### config.mk
export PLATFORM = sky130hd
export DESIGN_NAME = u_dispatch
export DESIGN_NICKNAME = d
export VERILOG_FILES = /design/src/rtl/pkg_dtypes.sv /design/src/rtl/u_dispatch_rr_arb.sv /design/src/rtl/u_dispatch.sv
export SDC_FILE = /design/constraint.sdc
export NUM_CORES = 1
export LEC_CHECK = 0
export BUFFER_PORTS_ARGS = -buffer_cell sky130_fd_sc_hd__buf_2
export CAP_MARGIN = 20
export CELL_PAD_IN_SITES_DETAIL_PLACEMENT = 1
export CELL_PAD_IN_SITES_GLOBAL_PLACEMENT = 2
export CORE_UTILIZATION = 42
export DETAILED_ROUTE_END_ITERATION = 8
export GPL_ROUTABILITY_DRIVEN = 0
export GPL_TIMING_DRIVEN = 0
export PLACE_DENSITY = 0.88
export REMOVE_ABC_BUFFERS = 1
export SETUP_SLACK_MARGIN = 0.5
export SLEW_MARGIN = 30
export SYNTH_ARGS = -nofsm -noshare
export SYNTH_HDL_FRONTEND = slang
export SYNTH_SLANG_ARGS = --single-unit
### constraint.sdc
create_clock -name clk -period 7 [get_ports clk]
set_clock_uncertainty 0.05 [all_clocks]
set_input_delay 1.05 -clock clk [delete_from_list [all_inputs] [get_ports clk]]
set_output_delay 1.05 -clock clk [all_outputs]
set_load 0.02 [all_outputs]
### src/rtl/pkg_dtypes.sv
// Shared types and default sizes for the dispatch stage and its IQueue consumers.
// The optional stall counter in u_dispatch is enabled by DISPATCH_PERF_CNT_EN.
package pkg_dtypes;

  localparam int DISP_NUM_EU     = 4;
  localparam int DISP_INSTR_W    = 64;
  localparam int DISP_BUF_DEPTH  = 2;
  localparam int DISP_IQ_CREDITS = 4;
  localparam int DISP_TAG_W      = 8;

  typedef struct packed {
    logic [DISP_NUM_EU-1:0]  eu_mask;
    logic [DISP_INSTR_W-1:0] instr;
  } disp_entry_t;

  typedef struct packed {
    logic [DISP_INSTR_W-1:0] instr;
    logic [DISP_TAG_W-1:0]   tag;
  } disp_bus_t;

  function automatic int unsigned rr_next(input int unsigned idx, input int unsigned n);
    return (idx + 1 >= n) ? 0 : idx + 1;
  endfunction

endpackage

### src/rtl/u_dispatch_rr_arb.sv
// Combinational round-robin select: first set bit of elig at or after rr_ptr, wrapping.
module u_dispatch_rr_arb #(
  parameter int N     = 4,
  parameter int IDX_W = (N > 1) ? $clog2(N) : 1
) (
  input  logic [N-1:0]     elig,
  input  logic [IDX_W-1:0] rr_ptr,
  output logic [N-1:0]     grant,
  output logic [IDX_W-1:0] grant_idx
);

  logic found;

  always_comb begin
    grant     = '0;
    grant_idx = '0;
    found     = 1'b0;
    for (int i = 0; i < N; i++) begin
      int j;
      j = int'(rr_ptr) + i;
      if (j >= N) j = j - N;
      if (!found && elig[IDX_W'(j)]) begin
        grant[IDX_W'(j)] = 1'b1;
        grant_idx        = IDX_W'(j);
        found            = 1'b1;
      end
    end
  end

endmodule

### src/rtl/u_dispatch.sv
// Dispatch stage: small input FIFO, per-unit credits, round-robin steering to one IQueue.
// Define DISPATCH_PERF_CNT_EN to add the o_stall_cycles counter.
module u_dispatch
  import pkg_dtypes::*;
#(
  parameter int NUM_EXEC_UNITS = DISP_NUM_EU,
  parameter int INSTR_W        = DISP_INSTR_W,
  parameter int BUF_DEPTH      = DISP_BUF_DEPTH,
  parameter int IQ_CREDITS     = DISP_IQ_CREDITS,
  parameter int TAG_W          = DISP_TAG_W
) (
  input  logic                      clk,
  input  logic                      reset_n,
  input  logic                      i_instr_valid,
  output logic                      o_instr_ready,
  input  logic [INSTR_W-1:0]        i_instr,
  input  logic [NUM_EXEC_UNITS-1:0] i_eu_mask,
  input  logic                      i_flush,
  output logic [NUM_EXEC_UNITS-1:0] o_disp_valid,
  output logic [INSTR_W-1:0]        o_disp_instr,
  output logic [TAG_W-1:0]          o_disp_tag,
  input  logic [NUM_EXEC_UNITS-1:0] i_credit_ret,
  output logic                      o_illegal
`ifdef DISPATCH_PERF_CNT_EN
  ,
  output logic [31:0]               o_stall_cycles
`endif
);

  localparam int PTR_W  = (BUF_DEPTH > 1) ? $clog2(BUF_DEPTH) : 1;
  localparam int CNT_W  = $clog2(BUF_DEPTH + 1);
  localparam int CRED_W = $clog2(IQ_CREDITS + 1);
  localparam int IDX_W  = (NUM_EXEC_UNITS > 1) ? $clog2(NUM_EXEC_UNITS) : 1;

  logic [INSTR_W-1:0]        fifo_instr [BUF_DEPTH];
  logic [NUM_EXEC_UNITS-1:0] fifo_mask  [BUF_DEPTH];
  logic [PTR_W-1:0]          rd_ptr, wr_ptr;
  logic [CNT_W-1:0]          count;
  logic [CRED_W-1:0]         credit [NUM_EXEC_UNITS];
  logic [IDX_W-1:0]          rr_ptr, grant_idx;
  logic [TAG_W-1:0]          tag_cnt;
  logic [NUM_EXEC_UNITS-1:0] head_mask, elig, grant, cred_dec;
  logic                      non_empty, push, pop, disp, illegal_pop;

  function automatic logic [PTR_W-1:0] ptr_inc(input logic [PTR_W-1:0] p);
    return (p == PTR_W'(BUF_DEPTH - 1)) ? '0 : p + 1'b1;
  endfunction

  // Ready comes from the registered count only, so a pop never frees a slot in the same cycle.
  assign o_instr_ready = (count < CNT_W'(BUF_DEPTH));
  assign non_empty     = (count != '0);
  assign head_mask     = fifo_mask[rd_ptr];
  assign push          = i_instr_valid & o_instr_ready & ~i_flush;

  always_comb begin
    elig = '0;
    for (int k = 0; k < NUM_EXEC_UNITS; k++)
      elig[k] = non_empty & head_mask[k] & (credit[k] != '0);
  end

  u_dispatch_rr_arb #(
    .N     (NUM_EXEC_UNITS),
    .IDX_W (IDX_W)
  ) u_arb (
    .elig      (elig),
    .rr_ptr    (rr_ptr),
    .grant     (grant),
    .grant_idx (grant_idx)
  );

  assign disp        = (|grant) & ~i_flush;
  assign illegal_pop = non_empty & (head_mask == '0) & ~i_flush;
  assign pop         = disp | illegal_pop;
  assign cred_dec    = disp ? grant : '0;

  always_ff @(posedge clk or negedge reset_n) begin
    if (!reset_n) begin
      rd_ptr <= '0;
      wr_ptr <= '0;
      count  <= '0;
    end else if (i_flush) begin
      rd_ptr <= '0;
      wr_ptr <= '0;
      count  <= '0;
    end else begin
      if (push) wr_ptr <= ptr_inc(wr_ptr);
      if (pop)  rd_ptr <= ptr_inc(rd_ptr);
      count <= count + CNT_W'(push) - CNT_W'(pop);
    end
  end

  always_ff @(posedge clk) begin
    if (push) begin
      fifo_instr[wr_ptr] <= i_instr;
      fifo_mask[wr_ptr]  <= i_eu_mask;
    end
  end

  // Simultaneous dispatch and return cancel; a return at full credit saturates.
  always_ff @(posedge clk or negedge reset_n) begin
    if (!reset_n) begin
      for (int k = 0; k < NUM_EXEC_UNITS; k++) credit[k] <= CRED_W'(IQ_CREDITS);
    end else begin
      for (int k = 0; k < NUM_EXEC_UNITS; k++) begin
        if (i_credit_ret[k] && !cred_dec[k]) begin
          if (credit[k] != CRED_W'(IQ_CREDITS)) credit[k] <= credit[k] + 1'b1;
        end else if (cred_dec[k] && !i_credit_ret[k]) begin
          credit[k] <= credit[k] - 1'b1;
        end
      end
    end
  end

  always @(posedge clk) begin
    if (reset_n) begin
      for (int k = 0; k < NUM_EXEC_UNITS; k++)
        assert (!(i_credit_ret[k] && !cred_dec[k] && credit[k] == CRED_W'(IQ_CREDITS)));
    end
  end

  always_ff @(posedge clk or negedge reset_n) begin
    if (!reset_n) begin
      o_disp_valid <= '0;
      o_disp_instr <= '0;
      o_disp_tag   <= '0;
      o_illegal    <= 1'b0;
      tag_cnt      <= '0;
      rr_ptr       <= '0;
    end else begin
      o_disp_valid <= cred_dec;
      o_illegal    <= illegal_pop;
      if (disp) begin
        o_disp_instr <= fifo_instr[rd_ptr];
        o_disp_tag   <= tag_cnt;
        tag_cnt      <= tag_cnt + 1'b1;
        rr_ptr       <= IDX_W'(rr_next(32'(grant_idx), NUM_EXEC_UNITS));
      end
    end
  end

`ifdef DISPATCH_PERF_CNT_EN
  logic stall;
  assign stall = non_empty & (|head_mask) & ~(|elig);

  always_ff @(posedge clk or negedge reset_n) begin
    if (!reset_n)
      o_stall_cycles <= '0;
    else if (stall && o_stall_cycles != '1)
      o_stall_cycles <= o_stall_cycles + 1'b1;
  end
`endif

endmodule
==> qor.yml, run 1 <==
outcome:
  status: "complete, no violations"
critical_path:
  reg2reg_from: "rr_ptr[0]"
  endpoint_kind: "register"
  reg2reg_slack_ns: 2.78
  path_cells: "inv_1 > ha_1 > o21ba_2 > nor2_1 > o21ai_1 > o221a_2 > a41oi_4 > buf_16 > buf_16 > buf_8 > nor2_1 > a21oi_1"
  required_ns: 7.41
  critPathSlowestCell: "dfrtp_1"
  critPathLaunchType: "register"
  crit_cells: 12
  crit_family: "compound AO/OA/AOI/OAI gates"
  r2r-end: "o_disp_instr[1]"
  reg2reg_depth: 12
  max_stage_delay_ns: 0.69
  path_class: "reg -> reg"
  cp.arrival_ns: 4.63
  cp.buffers_inverters: 4
  path_max_fanout: 21
synth:
  synth_warnings: 0
  synthMuxAreaShare_pct: 9.587
  async_flop_share_pct: 43.10
  synth_top_area_share_pct: 42.00
  synth_seq_cells: 239
  yosysTopAreaCell: "edfxtp_1"
  ys_seq_area_share_pct: 68.56
  synth_xor_area_share_pct: 1.261
  synth_top_family_by_area: "multiplexers"
  syn_area_sq_mm: 0.009723
  synth_compound_area_share_pct: 8.159
  netlist-cell-type-count: 58
  synthAdderAreaFrac_pct: 2.239
  synth_area_per_cell_sq_um: 14.01
  postSynthCellCount: 694
  synth_edf_count: 136
  synth-main-ff-cell: "edfxtp_1"
  synthSimpleGateAreaFrac_pct: 7.644
  yosys.cell_count.top_type: "edfxtp_1"
  synth_common_cells: "136 x edfxtp_1, 99 x dfrtp_1, 90 x nor2_1"
  yosys-top-cells-area: "edfxtp_1 42%, dfrtp_1 25%, mux2i_1 7.6%, a21oi_1 3.6%, nor2_1 3.5%"
clock_network:
  clk_latency_ns: 0.54
  clkSlewWorstSetupHoldPaths_ns: 0.06
  clkSinkCount: 239
  cts_hold_buf: 0
  postCtsSetupBuffers: 0
  clock_tree.buffer_depth: 3
  cts_resized: 0
  clock-root-buffer: "clkbuf_16"
  cts_buffers: 27
  cts_tree: "done"
  htreeDepth: 1
sta:
  fin_crit_sh_pct: 60.25
  worstMarginPinSlew_ns: 0.7082
  whs_ns: 0.3683
  fmax_ghz: 0.2371
  min_period_ns: 4.218
  setup_viol: 0
  setup_ws_ns: 2.782
  finalMaxSlewViolations: 0
  rsz0062_at_grt: "false"
  hold_viol_final: 0
  maxSlewHeadroom_pct: 52.64
placement:
  dp_cells: 1119
  preCtsSetupSlack_ns: 2.760
  hpwl_microns: 14620
  port_buffers: 153
floorplanning:
  initial_core_util_pct: 42.95
  die_x_microns: 154.2
  die_height_microns: 154.2
  io_pins: 154
  design.core.area_sq_mm: 0.02264
  die_area_sq_mm: 0.02376
  core.rowCount: 55
finish:
  drive_gt1_share_pct: 27.18
  instances_no_fill: 1172
  final_nets: 954
  fin_util_pct: 52.77
  fill_cells: 2292
  syn_to_final_growth_pct: 22.87
grt:
  grt_pass1_wl_microns: 35220
  grtUsageTotal_pct: 18.85
  grt_overflow: 0
  grt_max_degree: 58
  antenna_found_initial: 5
  grt_pass1_vias: 6659
routing:
  ant_nets: 0
  route.detailed.wl_per_inst_microns: 18.54
  firstDrtPassIters: 4
  drt_first_iter_violations: 273
  dr_total_vias: 6104
  drc_errors: 0
  avgViaCountPerCell: 5.208
  wirelength_microns: 21730
pwr:
  leakagePower_nw: 4.666
  max-vdd-ir-drop_v: 0.0003104
  p_total_mw: 5.523
  p_per_area_mw_per_mm2: 462.3
worst_hold_path:
  holdCritPathClass: "in -> async"
flow_run:
  cap_violations: 0
-- logic make-up (layout without fill, tap and decap cells) --
family          Yosys count  in the layout
flops                   239            239
simple gates            162            162
compound gates          130            130
mux                      91             91
buf+inv                  43            232
fa+ha+maj                15             15
xor+xnor                 14             14
other cells               0              4
-- where the power goes --
| group | switching, mW | internal (mW) |
|---|---|---|
| sequential | 0.241 | 1.86 |
| clock | 0.563 | 0.856 |
| combinational | 1.22 | 0.783 |
| total | 2.03 | 3.50 |
-- worst max-delay path by stage --
stage               from          endpoint  slack [ns]
2_1_floorplan     rd_ptr        tag_cnt[4]       -0.95
3_3_place_gp      rd_ptr        tag_cnt[7]       -4.53
3_5_place_dp   rr_ptr[0]  o_disp_instr[15]        2.76
4_1_cts        rr_ptr[0]   o_disp_instr[1]        2.77
5_1_grt        rr_ptr[0]   o_disp_instr[1]        2.45
6_report       rr_ptr[0]   o_disp_instr[1]        2.78
-- layer usage --
layer / vias up / track usage [%] / routed length [microns]
li1: 2896 / - / -
met1: 3033 / 22.80 / 8968
met2: 144 / 32.21 / 10560
met3: 29 / 6.764 / 1798
met4: 2 / 4.238 / 387
met5: - / 0 / 10
-- sequential cells by signal (all words and copies together), names as in the netlist --
register / count
count: 2
rd_ptr: 1
o_illegal: 1
o_disp_instr: 64
o_disp_valid: 4
wr_ptr: 1
tag_cnt: 8
o_disp_tag: 8
fifo_mask: 8
rr_ptr: 2
fifo_instr: 128
credit: 12
-- cell usage in the layout (no fill, tap or decap), drive strengths merged, types with 4 or more instances in the layout --
cell / synthesis / final
xnor2: 10 / 10
and3: 6 / 6
o22ai: 4 / 4
clkbuf: 12 / 37
mux2i: 74 / 74
xor2: 4 / 4
a21oi: 70 / 70
fa: 4 / 4
buf: 17 / 169
dfstp: 4 / 4
a211oi: 4 / 4
nor2b: 4 / 4
inv: 14 / 16
nand3: 8 / 8
o21ai: 23 / 23
dfrtp: 99 / 99
edfxtp: 136 / 136
nor4: 4 / 4
nand2: 18 / 18
nand4: 8 / 8
a21o: 4 / 4
clkinv: 0 / 7
a22oi: 4 / 4
mux2: 17 / 17
nor3: 12 / 12
diode: 0 / 4
ha: 11 / 11
nor2: 92 / 92
-- cell type report --
| class | count | area, sq um | area share, % |
|---|---|---|---|
| inverters | 14 | 52.55 | 0.4399 |
| flip-flops and latches | 239 | 6670 | 55.83 |
| clock inverters | 12 | 152.6 | 1.278 |
| clock buffers | 37 | 743.2 | 6.221 |
| repair buffers | 169 | 1126 | 9.426 |
| diodes | 4 | 10.01 | 0.08379 |
| well taps | 285 | 356.6 | 2.985 |
| multi-input cells | 412 | 2835 | 23.73 |
-- per-stage QoR --
stage / area (sq um) / setup TNS [ns]
2_1_floorplan: 9528 / -57.07
3_3_place_gp: 10650 / -337.28
3_5_place_dp: 11040 / 0
4_1_cts: 11940 / 0
5_1_grt: 11940 / 0
6_report: 11950 / 0
No activity file was read; power rests on OpenSTA's default activity.
==> run 2, diff against run 1 <==
--- a/config.mk
+++ b/config.mk
@@ -5,15 +5,16 @@
 export SDC_FILE = /design/constraint.sdc
 export NUM_CORES = 1
 export LEC_CHECK = 0
+export ABC_AREA = 1
 export BUFFER_PORTS_ARGS = -buffer_cell sky130_fd_sc_hd__buf_2
 export CAP_MARGIN = 20
 export CELL_PAD_IN_SITES_DETAIL_PLACEMENT = 1
 export CELL_PAD_IN_SITES_GLOBAL_PLACEMENT = 2
-export CORE_UTILIZATION = 42
+export CORE_UTILIZATION = 35
 export DETAILED_ROUTE_END_ITERATION = 8
 export GPL_ROUTABILITY_DRIVEN = 0
 export GPL_TIMING_DRIVEN = 0
-export PLACE_DENSITY = 0.88
+export PLACE_DENSITY = 0.8
 export REMOVE_ABC_BUFFERS = 1
 export SETUP_SLACK_MARGIN = 0.5
 export SLEW_MARGIN = 30
==> constraint.sdc (replaced) <==
create_clock -name clk -period 3.8 [get_ports clk]
set_clock_uncertainty 0.05 [all_clocks]
set_input_delay 0.57 -clock clk [delete_from_list [all_inputs] [get_ports clk]]
set_output_delay 0.57 -clock clk [all_outputs]
set_load 0.02 [all_outputs]
==> run 2 against run 1 <==
Compared with the run above: sequential share of layout area decreased by 2.6 points; die area is 24% higher; first-iteration DRC count is 2.6% higher; synthesized cell count increased by 14%; sequential cell count stayed put.
==> qor.yml, run 2 <==
floorplanning:
  initial_core_util_pct: 35.85  # -7.1 points
  die_area_sq_mm: 0.02937  # +24%
  die_height_microns: 171.4  # +11%
  io_pins: 154  # unchanged
  die_x_microns: 171.4  # +11%
  core.rowCount: 61  # +11%
  design.core.area_sq_mm: 0.02801  # +24%
critical_path:
  reg2reg_slack_ns: 0.76  # -2.03 ns
  r2r-end: "count[1]"
  crit_cells: 20  # +8
  setup.worst_path.end: "count[1]"
  critPathLaunchType: "register"
  cp.buffers_inverters: 4  # unchanged
  reg2reg_from: "rd_ptr"
  path_class: "reg -> reg"
  endpoint_kind: "register"
  required_ns: 4.17  # -3.24 ns
  cp.arrival_ns: 3.41  # -1.22 ns
  max_stage_delay_ns: 0.50  # -0.19 ns
  reg2reg_depth: 20  # +8
  critPathSlowestCell: "dfrtp_4"
  crit_start: "rd_ptr"
  path_cells: "buf_12 > inv_2 > nand2_1 > nand2_2 > nand3_1 > nand2_1 > nand3_1 > nand2_2 > inv_2 > nand3_1 > nor2_1 > nor2_1 > nand2_1 > nor2_2 > a21oi_1 > ha_1 > inv_1 > ha_1 > xor2_1 > nor2_1"
  path_max_fanout: 26  # +24%
  crit_family: "simple AND/OR/NAND/NOR gates"
synth:
  synth_warnings: 0  # unchanged
  netlist-cell-type-count: 35  # -40%
  async_flop_share_pct: 43.10  # unchanged
  syn_area_sq_mm: 0.01004  # +3.3%
  postSynthCellCount: 791  # +14%
  synth_common_cells: "197 x nand2_1, 136 x edfxtp_1, 99 x dfrtp_1"
  synth_area_per_cell_sq_um: 12.69  # -9.4%
  yosys-top-cells-area: "edfxtp_1 41%, dfrtp_1 25%, nand2_1 7.4%, mux2i_1 6.4%, o21ai_2 5.9%"
  yosys.cell_count.top_type: "nand2_1"
  synth-main-ff-cell: "edfxtp_1"
  synth_edf_count: 136  # unchanged
  yosysTopAreaCell: "edfxtp_1"
  synth_seq_cells: 239  # unchanged
  synth_top_area_share_pct: 40.67  # -1.3 points
  ys_seq_area_share_pct: 66.39  # -2.2 points
routing:
  route.detailed.wl_per_inst_microns: 16.21  # -13%
  firstDrtPassIters: 4  # unchanged
  avgViaCountPerCell: 4.607  # -12%
  dr_total_vias: 6330  # +3.7%
  drt_first_iter_violations: 280  # +2.6%
  ant_nets: 0  # unchanged
  drc_errors: 0  # unchanged
  wirelength_microns: 22270  # +2.5%
placement:
  hpwl_microns: 14980  # +2.5%
  port_buffers: 153  # unchanged
  placed_cell_area_sq_mm: 0.01142  # +3.4%
grt:
  grt_pass1_wl_microns: 34760  # -1.3%
  grtUsageTotal_pct: 15.16  # -3.7 points
  grt_pass1_vias: 6617  # -0.63%
  grt_overflow: 0  # unchanged
  grt_max_degree: 73  # +26%
  antenna_found_initial: 6  # +1
finish:
  fin_util_pct: 44.72  # -8.0 points
  reg_top3: "fifo_instr (128), o_disp_instr (64), credit (12)"
  final_common_cell: "nand2_1"
  drive_gt1_share_pct: 33.90  # +6.7 points
  largest_reg_flops: 128  # unchanged
  regArea_sq_mm: 0.006673  # about the same
  multiInputGateArea_sq_mm: 0.003007  # +6.0%
  final_nets: 1064  # +12%
  fill_cells: 2997  # +31%
  syn_to_final_growth_pct: 24.76
  postLayoutCellArea_sq_mm: 0.01253  # +4.9%
  largest-register: "fifo_instr"
  final_cell_mix: "196 x nand2_1, 152 x buf_2, 136 x edfxtp_1"
clock_network:
  clk_latency_ns: 0.55  # about the same
  clock-root-buffer: "clkbuf_16"
  cts_buffers: 27  # unchanged
  clock_tree.buffer_depth: 3  # unchanged
  clkSinkCount: 239  # unchanged
  cts_tree: "done"
  clkSlewWorstSetupHoldPaths_ns: 0.07  # about the same
  htreeDepth: 1  # unchanged
sta:
  rsz0062_at_grt: "false"
  whs_ns: 0.1535  # -0.2148 ns
  min_period_ns: 3.044  # -1.173 ns
  finalMaxSlewViolations: 0  # unchanged
  hold_viol_final: 0  # unchanged
  fin_setup_tns_ns: 0  # unchanged
  setup_viol: 0  # unchanged
  worstMarginPinSlew_ns: 0.5644  # -0.1438 ns
  fin_crit_sh_pct: 80.12  # +20 points
  maxSlewHeadroom_pct: 62.28  # +9.6 points
  fmax_ghz: 0.3285  # +39%
flow_run:
  cap_violations: 0  # unchanged
worst_hold_path:
  holdPathStages: 1
  hp-start: "i_instr[19]"
  holdCritPathClass: "in -> reg"
pwr:
  max-vdd-ir-drop_v: 0.0005986  # +93%
  leakagePower_nw: 5.484  # +18%
  p_per_area_mw_per_mm2: 927.4  # +100%
outcome:
  status: "complete, no violations"
[run 2: cell count changes in the layout (fill, tap and decap cells not counted), moves of 8 or more]
cell     previous run  this run
mux2i_1            74        64
a21oi_1            69         3
xnor2_1            10         2
nor2_1             88        20
buf_4               0        13
nor3_1             10         2
o21ai_2             2        68
o21ai_0            20         3
nand3_1             8        42
mux2_1              9         0
nand2_2             0        18
mux2_2              8         0
inv_1              14        40
nand2_1            18       196
[run 2: worst min path at each step]
stage,end
after floorplan,count[0]
after CTS,fifo_instr[0][9]
after global routing,fifo_instr[0][25]
after detailed placement,o_disp_instr[8]
final,fifo_instr[0][19]
after global placement,credit[5]
[run 2: routing by layer]
metal  part of all wire, %  GRT usage, %  vias to the layer above
met5                  0.13             0                        -
met4                   2.4         3.843                        4
met3                   8.3         6.075                       41
met2                    48         26.16                      140
met1                    41         17.43                     3071
li1                      -             -                     3074
[run 2: stage by stage]
stage | std cells | power [mW] | setup WS [ns]
6_report | 1374 | 11.62 | 0.7555
2_1_floorplan | 764 | 7.050 | -2.228
3_3_place_gp | 1295 | 7.929 | -4.749
3_5_place_dp | 1307 | 8.720 | 0.2926
4_1_cts | 1362 | 11.59 | 0.5435
5_1_grt | 1373 | 12.43 | 0.4772
[run 2: repair_timing]
item / CTS / global route
setup endpoints to repair: 77 / 29
pin swaps: 0 / 1
resized for setup: 3 / 3
hold buffers: 1 / 0
hold endpoints to repair: 37 / 0
cloned: 0 / 1
setup buffers: 4 / 9
[run 2: final cells by class]
class / count / area share, %
antenna: 2 / 0.03995
clock buffer: 36 / 5.913
clock inverter: 14 / 1.708
inverter: 48 / 1.468
multi-input combinational: 477 / 24.00
sequential: 239 / 53.27
tap: 378 / 3.775
timing repair buffer: 180 / 9.828
[run 2: kinds of logic (layout without fill, tap and decap cells)]
logic type	after synthesis	after routing	share of synthesized area, %
xor gates and xnor gates	9	9	0.7851
muxes	64	64	6.380
and+or+nand+nor	306	306	13.55
buffers and inverters	75	278	4.025
adders and majority gates	15	15	2.168
DFF	239	239	66.39
AOI/OAI and AO/OA	83	83	6.704
other	0	2	0
[run 2: power by group]
part	internal, mW	total (mW)	switching, mW
Clock	1.72	2.77	1.06
Combinational	1.80	5.11	3.31
Sequential	3.40	3.73	0.330
